--- src/rtl/keyscan_ctrl_if.sv ---
// Register-bus port of keyscan_ctrl: word address, 32-bit data, cyc/we strobes.
// The slave acks one cycle after cyc; the master holds cyc until it sees ack.
interface keyscan_ctrl_if;
  logic [2:0]  wb_addr;
  logic [31:0] wb_rdata;
  logic [31:0] wb_wdata;
  logic        wb_we;
  logic        wb_cyc;
  logic        wb_ack;

  modport master (
    output wb_addr, wb_wdata, wb_we, wb_cyc,
    input  wb_rdata, wb_ack
  );

  modport slave (
    input  wb_addr, wb_wdata, wb_we, wb_cyc,
    output wb_rdata, wb_ack
  );
endinterface

--- src/rtl/keyscan_ctrl.sv ---
// Debounced key-matrix scanner feeding a press/release event FIFO popped over the register bus.
// Bus ack 1 cycle after cyc; a full FIFO holds the pending event and sets OVF. Optional irq: KEYSCAN_CTRL_IRQ_EN.
module keyscan_ctrl #(
  parameter int N_COLS         = 12,
  parameter int N_ROWS         = 4,
  parameter int SETTLE_CYCLES  = 256,
  parameter int DEBOUNCE_SCANS = 4,
  parameter int FIFO_DEPTH     = 16
) (
  input  logic              clk,
  input  logic              rst,
  input  logic [N_COLS-1:0] km_col,
  output logic [N_ROWS-1:0] km_row,
  keyscan_ctrl_if.slave     wb
`ifdef KEYSCAN_CTRL_IRQ_EN
  ,
  output logic              irq
`endif
);

  localparam int RW = (N_ROWS > 1) ? $clog2(N_ROWS) : 1;
  localparam int CW = (N_COLS > 1) ? $clog2(N_COLS) : 1;
  localparam int NK = N_ROWS * N_COLS;
  localparam int KW = (NK > 1) ? $clog2(NK) : 1;
  localparam int SW = (SETTLE_CYCLES > 1) ? $clog2(SETTLE_CYCLES) : 1;
  localparam int DW = $clog2(DEBOUNCE_SCANS + 1);
  localparam int AW = $clog2(FIFO_DEPTH);
  localparam int LW = AW + 1;

  typedef enum logic [2:0] {
    S_IDLE,
    S_DRIVE,
    S_SAMPLE,
    S_COMPARE,
    S_NEXT
  } state_t;

  state_t            r_state;
  state_t            w_state_nxt;
  logic [RW-1:0]     r_row;
  logic [CW-1:0]     r_col;
  logic [SW-1:0]     r_settle;
  logic [N_COLS-1:0] r_sample;
  logic [NK-1:0]     r_deb;
  logic [DW-1:0]     r_cnt [NK];

  logic              r_en;
  logic              r_ovf;
  logic              w_irq_en;

  logic [8:0]        r_mem [FIFO_DEPTH];
  logic [AW-1:0]     r_wptr;
  logic [AW-1:0]     r_rptr;
  logic [LW-1:0]     r_level;

  logic              r_ack;
  logic              r_evt_vld;
  logic [31:0]       r_rdata;
  logic [31:0]       w_rd_map;
  logic [8:0]        w_head;

  logic [KW-1:0]     w_kidx;
  logic              w_samp_bit;
  logic              w_deb_bit;
  logic [DW-1:0]     w_cnt_cur;
  logic [DW-1:0]     w_cnt_inc;
  logic              w_cmp;
  logic              w_diff;
  logic              w_push_req;
  logic              w_push;
  logic              w_pop;
  logic              w_full;
  logic              w_empty;
  logic              w_wr;
  logic              w_leave;
  logic              w_unused;

  // ---------------- scan FSM ----------------
  always_comb begin
    w_state_nxt = r_state;
    unique case (r_state)
      S_IDLE:    if (r_en) w_state_nxt = S_DRIVE;
      S_DRIVE:   if (r_settle == SW'(SETTLE_CYCLES - 1)) w_state_nxt = S_SAMPLE;
      S_SAMPLE:  w_state_nxt = S_COMPARE;
      S_COMPARE: if (r_col == CW'(N_COLS - 1)) w_state_nxt = S_NEXT;
      S_NEXT:    w_state_nxt = S_DRIVE;
      default:   w_state_nxt = S_IDLE;
    endcase
    if (!r_en) w_state_nxt = S_IDLE;
  end

  assign w_leave = (r_state != S_IDLE) && !r_en;

  always_ff @(posedge clk) begin
    if (rst) begin
      r_state  <= S_IDLE;
      r_row    <= '0;
      r_col    <= '0;
      r_settle <= '0;
      r_sample <= '0;
    end else begin
      r_state <= w_state_nxt;
      case (r_state)
        S_DRIVE:   r_settle <= (w_state_nxt == S_DRIVE) ? r_settle + 1'b1 : '0;
        S_SAMPLE: begin
          r_sample <= ~km_col;
          r_col    <= '0;
        end
        S_COMPARE: r_col <= r_col + 1'b1;
        S_NEXT:    r_row <= (r_row == RW'(N_ROWS - 1)) ? '0 : r_row + 1'b1;
        default: ;
      endcase
      if (w_state_nxt == S_IDLE) begin
        r_row    <= '0;
        r_settle <= '0;
      end
    end
  end

  // Row stays driven through SAMPLE so the captured columns belong to it.
  assign km_row = (r_state == S_DRIVE || r_state == S_SAMPLE) ?
                  ~(N_ROWS'(1) << r_row) : '1;

  // ---------------- debounce ----------------
  always_comb begin
    w_kidx     = KW'(int'(r_row) * N_COLS + int'(r_col));
    w_samp_bit = r_sample[r_col];
    w_deb_bit  = r_deb[w_kidx];
    w_cnt_cur  = r_cnt[w_kidx];
    w_cnt_inc  = (w_cnt_cur >= DW'(DEBOUNCE_SCANS)) ? DW'(DEBOUNCE_SCANS) : w_cnt_cur + 1'b1;
    w_cmp      = (r_state == S_COMPARE) && r_en;
    w_diff     = w_cmp && (w_samp_bit != w_deb_bit);
    w_push_req = w_diff && (w_cnt_inc == DW'(DEBOUNCE_SCANS));
  end

  always_ff @(posedge clk) begin
    if (rst) begin
      r_deb <= '0;
      for (int k = 0; k < NK; k++) r_cnt[k] <= '0;
    end else if (w_leave) begin
      for (int k = 0; k < NK; k++) r_cnt[k] <= '0;
    end else if (w_cmp) begin
      if (!w_diff) begin
        r_cnt[w_kidx] <= '0;
      end else if (!w_push_req) begin
        r_cnt[w_kidx] <= w_cnt_inc;
      end else if (w_push) begin
        r_deb[w_kidx] <= ~w_deb_bit;
        r_cnt[w_kidx] <= '0;
      end else begin
        // FIFO full: park at threshold so the next scan of this key retries.
        r_cnt[w_kidx] <= DW'(DEBOUNCE_SCANS);
      end
    end
  end

  // ---------------- event FIFO ----------------
  assign w_wr    = r_ack & wb.wb_cyc & wb.wb_we;
  assign w_pop   = r_ack & wb.wb_cyc & r_evt_vld;
  assign w_full  = (r_level == LW'(FIFO_DEPTH));
  assign w_empty = (r_level == '0);
  assign w_push  = w_push_req & (~w_full | w_pop);
  assign w_head  = r_mem[r_rptr];

  always_ff @(posedge clk) begin
    if (w_push) r_mem[r_wptr] <= {w_samp_bit, 4'(r_row), 4'(r_col)};
  end

  always_ff @(posedge clk) begin
    if (rst) begin
      r_wptr  <= '0;
      r_rptr  <= '0;
      r_level <= '0;
    end else begin
      if (w_push) r_wptr <= r_wptr + 1'b1;
      if (w_pop)  r_rptr <= r_rptr + 1'b1;
      case ({w_push, w_pop})
        2'b10:   r_level <= r_level + 1'b1;
        2'b01:   r_level <= r_level - 1'b1;
        default: r_level <= r_level;
      endcase
    end
  end

  // ---------------- registers / bus ----------------
`ifdef KEYSCAN_CTRL_IRQ_EN
  logic r_irq_en;
  logic r_irq;
  assign w_irq_en = r_irq_en;
  assign irq      = r_irq;
  assign w_unused = ^wb.wb_wdata[31:3];

  always_ff @(posedge clk) begin
    if (rst) begin
      r_irq_en <= 1'b0;
      r_irq    <= 1'b0;
    end else begin
      if (w_wr && wb.wb_addr == 3'd0) r_irq_en <= wb.wb_wdata[1];
      r_irq <= r_irq_en & (~w_empty | r_ovf);
    end
  end
`else
  assign w_irq_en = 1'b0;
  assign w_unused = ^{wb.wb_wdata[31:3], wb.wb_wdata[1]};
`endif

  always_ff @(posedge clk) begin
    if (rst) begin
      r_en  <= 1'b0;
      r_ovf <= 1'b0;
    end else begin
      if (w_wr && wb.wb_addr == 3'd0) begin
        r_en <= wb.wb_wdata[0];
        if (wb.wb_wdata[2]) r_ovf <= 1'b0;
      end
      if (w_push_req && !w_push) r_ovf <= 1'b1;
    end
  end

  always_comb begin
    w_rd_map = '0;
    case (wb.wb_addr)
      3'd0: w_rd_map = {16'd0, 8'(r_level), 5'd0, r_ovf, w_irq_en, r_en};
      3'd1: if (!w_empty) w_rd_map = {1'b1, 22'd0, w_head};
      3'd4, 3'd5, 3'd6, 3'd7: begin
        for (int r = 0; r < N_ROWS && r < 4; r++) begin
          if (wb.wb_addr[1:0] == 2'(r)) w_rd_map[N_COLS-1:0] = r_deb[r*N_COLS +: N_COLS];
        end
      end
      default: ;
    endcase
  end

  // Remember whether the returned EVENT word was valid so a push landing
  // between load and ack is never popped unseen.
  always_ff @(posedge clk) begin
    if (rst) begin
      r_ack     <= 1'b0;
      r_rdata   <= '0;
      r_evt_vld <= 1'b0;
    end else begin
      r_ack <= wb.wb_cyc & ~r_ack;
      if (wb.wb_cyc & ~r_ack) begin
        r_rdata   <= w_rd_map;
        r_evt_vld <= ~wb.wb_we & (wb.wb_addr == 3'd1) & ~w_empty;
      end else begin
        r_rdata   <= '0;
        r_evt_vld <= 1'b0;
      end
    end
  end

  assign wb.wb_ack   = r_ack;
  assign wb.wb_rdata = r_rdata;

endmodule

--- src/flat_wrapper.sv ---
// flat-port wrapper written by rule: the top's interface ports become plain ports
module keyscan_ctrl_flat 
#(
  parameter int N_COLS         = 12,
  parameter int N_ROWS         = 4,
  parameter int SETTLE_CYCLES  = 256,
  parameter int DEBOUNCE_SCANS = 4,
  parameter int FIFO_DEPTH     = 16
)
  (clk, rst, km_col, km_row, wb_wb_addr, wb_wb_wdata, wb_wb_we, wb_wb_cyc, wb_wb_rdata, wb_wb_ack);
  keyscan_ctrl_if wb_i ();
  input  logic clk;
  input  logic rst;
  input  logic [N_COLS-1:0] km_col;
  output logic [N_ROWS-1:0] km_row;
  input wire logic [$bits(wb_i.wb_addr)-1:0] wb_wb_addr;
  input wire logic [$bits(wb_i.wb_wdata)-1:0] wb_wb_wdata;
  input wire logic [$bits(wb_i.wb_we)-1:0] wb_wb_we;
  input wire logic [$bits(wb_i.wb_cyc)-1:0] wb_wb_cyc;
  output wire logic [$bits(wb_i.wb_rdata)-1:0] wb_wb_rdata;
  output wire logic [$bits(wb_i.wb_ack)-1:0] wb_wb_ack;
  assign wb_i.wb_addr = wb_wb_addr;
  assign wb_i.wb_wdata = wb_wb_wdata;
  assign wb_i.wb_we = wb_wb_we;
  assign wb_i.wb_cyc = wb_wb_cyc;
  assign wb_wb_rdata = wb_i.wb_rdata;
  assign wb_wb_ack = wb_i.wb_ack;
  keyscan_ctrl #(.N_COLS(N_COLS), .N_ROWS(N_ROWS), .SETTLE_CYCLES(SETTLE_CYCLES), .DEBOUNCE_SCANS(DEBOUNCE_SCANS), .FIFO_DEPTH(FIFO_DEPTH)) u_core (.clk(clk), .rst(rst), .km_col(km_col), .km_row(km_row), .wb(wb_i));
endmodule
--- config.mk ---
export PLATFORM = sky130hd
export DESIGN_NAME = keyscan_ctrl_flat
export DESIGN_NICKNAME = d
export VERILOG_FILES = /design/src/rtl/keyscan_ctrl_if.sv /design/src/rtl/keyscan_ctrl.sv /design/src/flat_wrapper.sv
export SDC_FILE = /design/constraint.sdc
export NUM_CORES = 1
export LEC_CHECK = 0
export CAP_MARGIN = 30
export CORE_MARGIN = 2
export CORE_UTILIZATION = 25
export DETAILED_ROUTE_END_ITERATION = 10
export SYNTH_ARGS = -nofsm -noshare
export SYNTH_HDL_FRONTEND = slang
export SYNTH_SLANG_ARGS = --single-unit
--- constraint.sdc ---
create_clock -name clk -period 5.5 [get_ports clk]
set_input_delay 0.55 -clock clk [delete_from_list [all_inputs] [get_ports clk]]
set_output_delay 0.55 -clock clk [all_outputs]
set_load 0.02 [all_outputs]
### Word-level counts from Yosys, hierarchy flattened

Memories as Yosys holds them, arrays and structs flattened. A register that Yosys moved wholly into a read port is not among the register bits.
Cells that the tools add are included.

* bits in registers: 126
* bits in writable memories: 256
* bits of input ports: 51
* output and inout bits: 37
* memories: 2

* add/sub/neg operators: 9
* multipliers: 1
* order comparisons: 4
* equality and inequality tests: 21
* shift-type cells: 1
* muxes and demuxes: 114
* bitwise operators: 68
* reduce and logical (&&, ||, !) cells: 27

Memories
* u_core.r_cnt: depth 48, width 3, rd ports 1, clocked after Yosys merged registers in 0, write ports 48, RTL line keyscan_ctrl.sv:45 `logic [DW-1:0] r_cnt [NK];`
* u_core.r_mem: depth 16, width 7, rd ports 1, clocked after Yosys merged registers in 1, write ports 1, RTL line keyscan_ctrl.sv:51 `logic [8:0] r_mem [FIFO_DEPTH];`

Operator list (number)
* 3-bit two-way mux: 56
* 1-bit OR: 52
* 48-bit bitwise mux: 1
* 12-bit two-way mux: 4
* 20-bit case mux with 2 select lines: 1
* 1-bit two-way mux: 38
* 12-bit case mux with 3 select lines: 1
* 32-bit two-way mux: 1
* 3-bit == test, second input constant: 6
* 4-bit by 1-bit adder with 4-bit output, second input constant: 3
* 4-bit two-way mux: 3
* 12-bit NOT: 1
* 3-bit case mux with 4 select lines: 1
* 5-bit case mux with 2 select lines: 1
* 3-bit by 1-bit == test with 1-bit output, second input constant: 3
* 3-bit zero test: 3
* 8-bit by 1-bit adder with 8-bit output, second input constant: 1
* 2-bit == test, second input constant: 4
* 8-bit == test, second input constant: 1
* 8-bit two-way mux: 1
* 4-bit case mux with 2 select lines: 1
* 2-bit nonzero test: 4
* 1-bit bitwise AND: 7
* 1-bit logical AND: 7
* other kinds (33): 44

### Longest topological paths before layout

* depth after elaboration: 19
* mapped depth: 29
* mapped depth without buffers: 24

### Worst setup path after synthesis

Ideal clock, no wire load.

* path type: reg2reg
* from: register u_core.r_row[0]
* to: register u_core.r_level[4]
* setup time: 0.070 ns
* data arrival time: 5.387 ns
* setup slack: 0.042 ns
* cell stages (with the launch flop): 26
* cell sequence: dfxtp_1 inv_1 ha_1 inv_1 fa_1 buf_2 inv_2 and3_1 a22oi_2 o22ai_1 nor4_1 inv_1 ha_1 inv_1 o41a_1 o211a_1 buf_4 buf_2 nand2_1 ha_1 ha_1 a21o_1 a21oi_1 xnor2_1 or3_1 a21oi_1

* cells in the longest elaborated chain, start to end: 10
* elaborated cells between the ends (all ways): 17
* classes of those cells: 2 x add/sub; 1 x mul; 1 x order compare; 4 x eq/ne; 4 x mux; 1 x bitwise; 3 x reduce/logical; 1 x memory

RTL lines
* from (decl): RTL line keyscan_ctrl.sv:40 `logic [RW-1:0] r_row;`
* from (signal assigned): RTL line keyscan_ctrl.sv:110 `S_NEXT: r_row <= (r_row == RW'(N_ROWS - 1)) ? '0 : r_row + 1'b1;`
* 2-bit by 2-bit multiplier with 4-bit output *: RTL line keyscan_ctrl.sv:126 `w_kidx = KW'(int'(r_row) * N_COLS + int'(r_col));`
* 6-bit by 5-bit adder with 6-bit output *: RTL line keyscan_ctrl.sv:126
* memory read 48 x 3 bit / 1-bit binary-select mux with 6-bit select (equally long branches)
* 3-bit by 1-bit adder with 3-bit output, or another cell as far along: RTL line keyscan_ctrl.sv:130 `w_cnt_inc = (w_cnt_cur >= DW'(DEBOUNCE_SCANS)) ? DW'(DEBOUNCE_SCANS) : w_cnt_cur + 1'b1;`
* 3-bit two-way mux / 1-bit != test (equally long branches): RTL line keyscan_ctrl.sv:130, keyscan_ctrl.sv:132
* 3-bit == test / 1-bit logical AND (equally long branches): RTL line keyscan_ctrl.sv:133, keyscan_ctrl.sv:132
* 1-bit logical AND *: RTL line keyscan_ctrl.sv:133 `w_push_req = w_diff && (w_cnt_inc == DW'(DEBOUNCE_SCANS));`
* 1-bit bitwise AND *: RTL line keyscan_ctrl.sv:162 `assign w_push = w_push_req & (~w_full | w_pop);`
* 2-bit by 1-bit == test with 1-bit output / 2-bit == test (equally long branches): RTL line keyscan_ctrl.sv:177 `case ({w_push, w_pop})`
* 5-bit case mux with 2 select lines / 2-bit nonzero test (equally long branches)
* to (signal assigned): RTL line keyscan_ctrl.sv:178 `2'b10: r_level <= r_level + 1'b1;`
* to (signal assigned): RTL line keyscan_ctrl.sv:179 `2'b01: r_level <= r_level - 1'b1;`
* to (signal assigned): RTL line keyscan_ctrl.sv:180 `default: r_level <= r_level;`
* to (decl): RTL line keyscan_ctrl.sv:54 `logic [LW-1:0] r_level;`

Mark *: on every way between the ends. The rest lies on a longest branch, timed or not. The select of a mux whose other input is x is not followed.
A chain may end at the register's enable or synchronous reset.

### Worst setup path after layout

Same ends and word-level chain as after synthesis.

==> flow_summary.toml <==
[status]
status = "completed"

[synthesis]
yosysUniqueCellTypes = 81
ys.flop_type = "edfxtp_1"
synth_top_area_share = 0.478
synthTopCellsByArea = "edfxtp_1, dfxtp_1, mux4_2, nor2_1, nand2_1"
yosys.area.top_type = "edfxtp_1"
syn_area_sq_mm = 0.0191
synthCells = 1540
postSynthRegisterBits = 416
yosysSeqAreaShare = 0.595
synth_area_per_cell_sq_um = 12.4
async_flop_share = 0
synth_edf_count = 304
ys.warnings.count = 0
yosysMostFrequentCell = "edfxtp_1"
synthTopCellsByCount = "edfxtp_1, nor2_1, nand2_1, dfxtp_1, mux4_2"

[placed_design]
dp_hpwl_um = 34300
gp_congestion = 0.883
dpl-instance-area_sq_mm = 0.0208
port_buffers = 39

[critical_path]
r2r_end = "u_core.r_level[4]"
path_max_fanout = 19
rrSetupSlack_ns = 0.23
critPathLaunchType = "flop"
r2r_cells = 25
critPathCaptureType = "flop"
timing.rr.start = "u_core.r_row[0]"
crit_required_ns = 6.00
critPathSlowestCell = "fa_2"
arrival_ns = 5.77
cp_top_family = "adder cells"
crit_type = "flop to flop"
cp.buffers_inverters = 6
critical_path.max_stage_delay_ns = 0.56
crit_top_cell = "inv_1"

[floorplanning]
fp.coreArea_sq_mm = 0.0758
floorplan.initialDensity = 0.252
die-area_sq_mm = 0.0787
die_h_um = 281
fp-row-count = 101
boundaryPins = 88
die_x_um = 281

[global_routing]
grt_pass1_wl_um = 77900
grt_usage = 0.127
grt_pass1_vias = 12900
grt_antenna_before_repair = 0
grt_overflow = 0
grt_max_degree = 56

[cells_and_area]
antenna_cells = 0
nets = 1672
fillers = 7629
drive_gt1_frac = 0.172
syn_to_final_growth_pct = 16.9
design_area_sq_mm = 0.0223

[clocking]
cts_setup_buffers = 0
clkSinkCount = 416
root_buffer = "clkbuf_16"
path_clk_slew_ns = 0.06
cts-resized-gates = 0
numCtsBuffers = 45
clock_path_buffers = 3
cts_tree = "done"
clock_latency_ns = 0.57
hold_buffers = 0
htreeDepth = 2

[detailed_routing]
via_per_inst = 5.00
drtPass1Iterations = 7
first_iter_violations = 1333
routed_wl_um = 50200
wl_per_cell_um = 19.2
ant_nets = 0
remaining_drc_errors = 0
num_vias = 13100

[timing]
fin_crit_sh = 0.958
slew_headroom = 0.335
clock_skew_ns = 0.0180
fmax_ghz = 0.190
final_hold_viol_count = 0
worstMarginPinSlew_ns = 0.996
setup_viol = 0
drv_slew = 0
min_period_ns = 5.27

[pwr]
p_per_area_mw_per_mm2 = 292
ir_worst_vdd_mv = 0.255
swShare = 0.200
comb_power_share = 0.019
power_leakage_nw = 6.99
p_sw_mw = 1.31
power_mw = 6.52
intPower_mw = 5.21
seq_power_share = 0.522
clkPwrFrac = 0.459

[worst_hold_path]
min_path_cells = 2
hold_class = "flop to flop"
holdCritStartpoint = "u_core.r_sample[0]"
hold_path_end = "u_core.r_sample[0]"

[flow_run]
max-cap-violations = 0
-- layout make-up --
cell class / instances / area [sq um] / area share
clock inverter: 18 / 166 / 0.00745
sequential: 416 / 11400 / 0.509
clock buffer: 65 / 1300 / 0.0584
inverter: 38 / 143 / 0.00639
timing repair buffer: 120 / 1070 / 0.0477
multi-input combinational: 979 / 7060 / 0.316
tap: 978 / 1220 / 0.0548
-- layout by cell type (no fill, tap or decap), types with 35 or more instances in the layout --
master	instances
nand2_1	138
dfxtp_1	109
mux4_2	66
buf_4	74
a31oi_1	47
inv_1	35
a211oi_1	60
clkbuf_16	47
clkdlybuf4s50_1	38
edfxtp_1	304
nor2_1	245
-- power by group through the flow --
| stage | registers [mW] | clock network, mW | logic (mW) |
|---|---|---|---|
| floorplan | 3.46 | 0 | 0.0900 |
| global placement | 3.46 | 0 | 0.121 |
| detailed placement | 3.47 | 0 | 0.123 |
| CTS | 3.40 | 3.05 | 0.123 |
| global route | 3.40 | 3.18 | 0.135 |
| finish | 3.40 | 2.99 | 0.125 |
-- layer usage --
layer  routed length [um]  global-route usage  vias to the layer above
met2                23700               0.207                      537
li1                     -                   -                     5899
met5                    0                   0                        -
met3                 3630              0.0208                       95
met4                 1400              0.0452                        0
met1                21500               0.170                     6526
-- state kept, by name, summed over array words and instances, names as in the netlist, named ones only --
register and count:
u_core.r_cnt 192, u_core.r_mem 112, u_core.r_deb 48, u_core.wb.wb_rdata 14
u_core.r_sample 12, u_core.r_settle 8, u_core.r_level 5, u_core.r_col 4
u_core.r_rptr 4, u_core.r_wptr 4, u_core.r_state 3, u_core.r_row 2
u_core.r_en 1, u_core.r_evt_vld 1, u_core.r_ovf 1, u_core.wb.wb_ack 1
-- worst min-delay path: stages (launching register included) --
cell	delay, ns
dfxtp_1	0.31
nor2_1	0.09
a211oi_1	0.05
-- worst max path at each step --
stage / from / end / slack, ns / depth (start not counted)
2_1_floorplan: u_core.r_row[0] / u_core.r_level[4] / 0.04 / 25
3_3_place_gp: u_core.r_row[0] / u_core.r_level[4] / 0.31 / 25
3_5_place_dp: u_core.r_row[0] / u_core.r_level[4] / 0.24 / 24
4_1_cts: u_core.r_row[0] / u_core.r_level[4] / 0.18 / 24
5_1_grt: u_core.r_row[0] / u_core.r_level[4] / -0.0008 / 23
6_report: u_core.r_row[0] / u_core.r_level[4] / 0.23 / 25
-- per-stage QoR --
stage,util,setup WS [ns],std cells,TNS [ns],hold WS (ns)
after floorplan,-,0.0424,1557,0,0.449
after global placement,0.274,0.311,2528,0,0.488
after detailed placement,0.275,0.240,2531,0,0.492
after CTS,0.294,0.185,2614,0,0.500
after global routing,0.295,-0.000800,2614,-0.000800,0.516
final,0.295,0.231,2614,0,0.496
-- kinds of logic (layout without fill, tap and decap cells) --
group | after synthesis | in the layout | synth area share
compound gates | 266 | 266 | 0.102
xor+xnor | 18 | 18 | 0.00825
fa+ha+maj | 21 | 21 | 0.0145
buf+inv | 162 | 241 | 0.0429
flops | 416 | 416 | 0.595
mux | 123 | 123 | 0.109
other cells | 1 | 18 | 0.000196
simple gates | 533 | 533 | 0.128
Note: power is estimated with default switching activity, not from simulation.
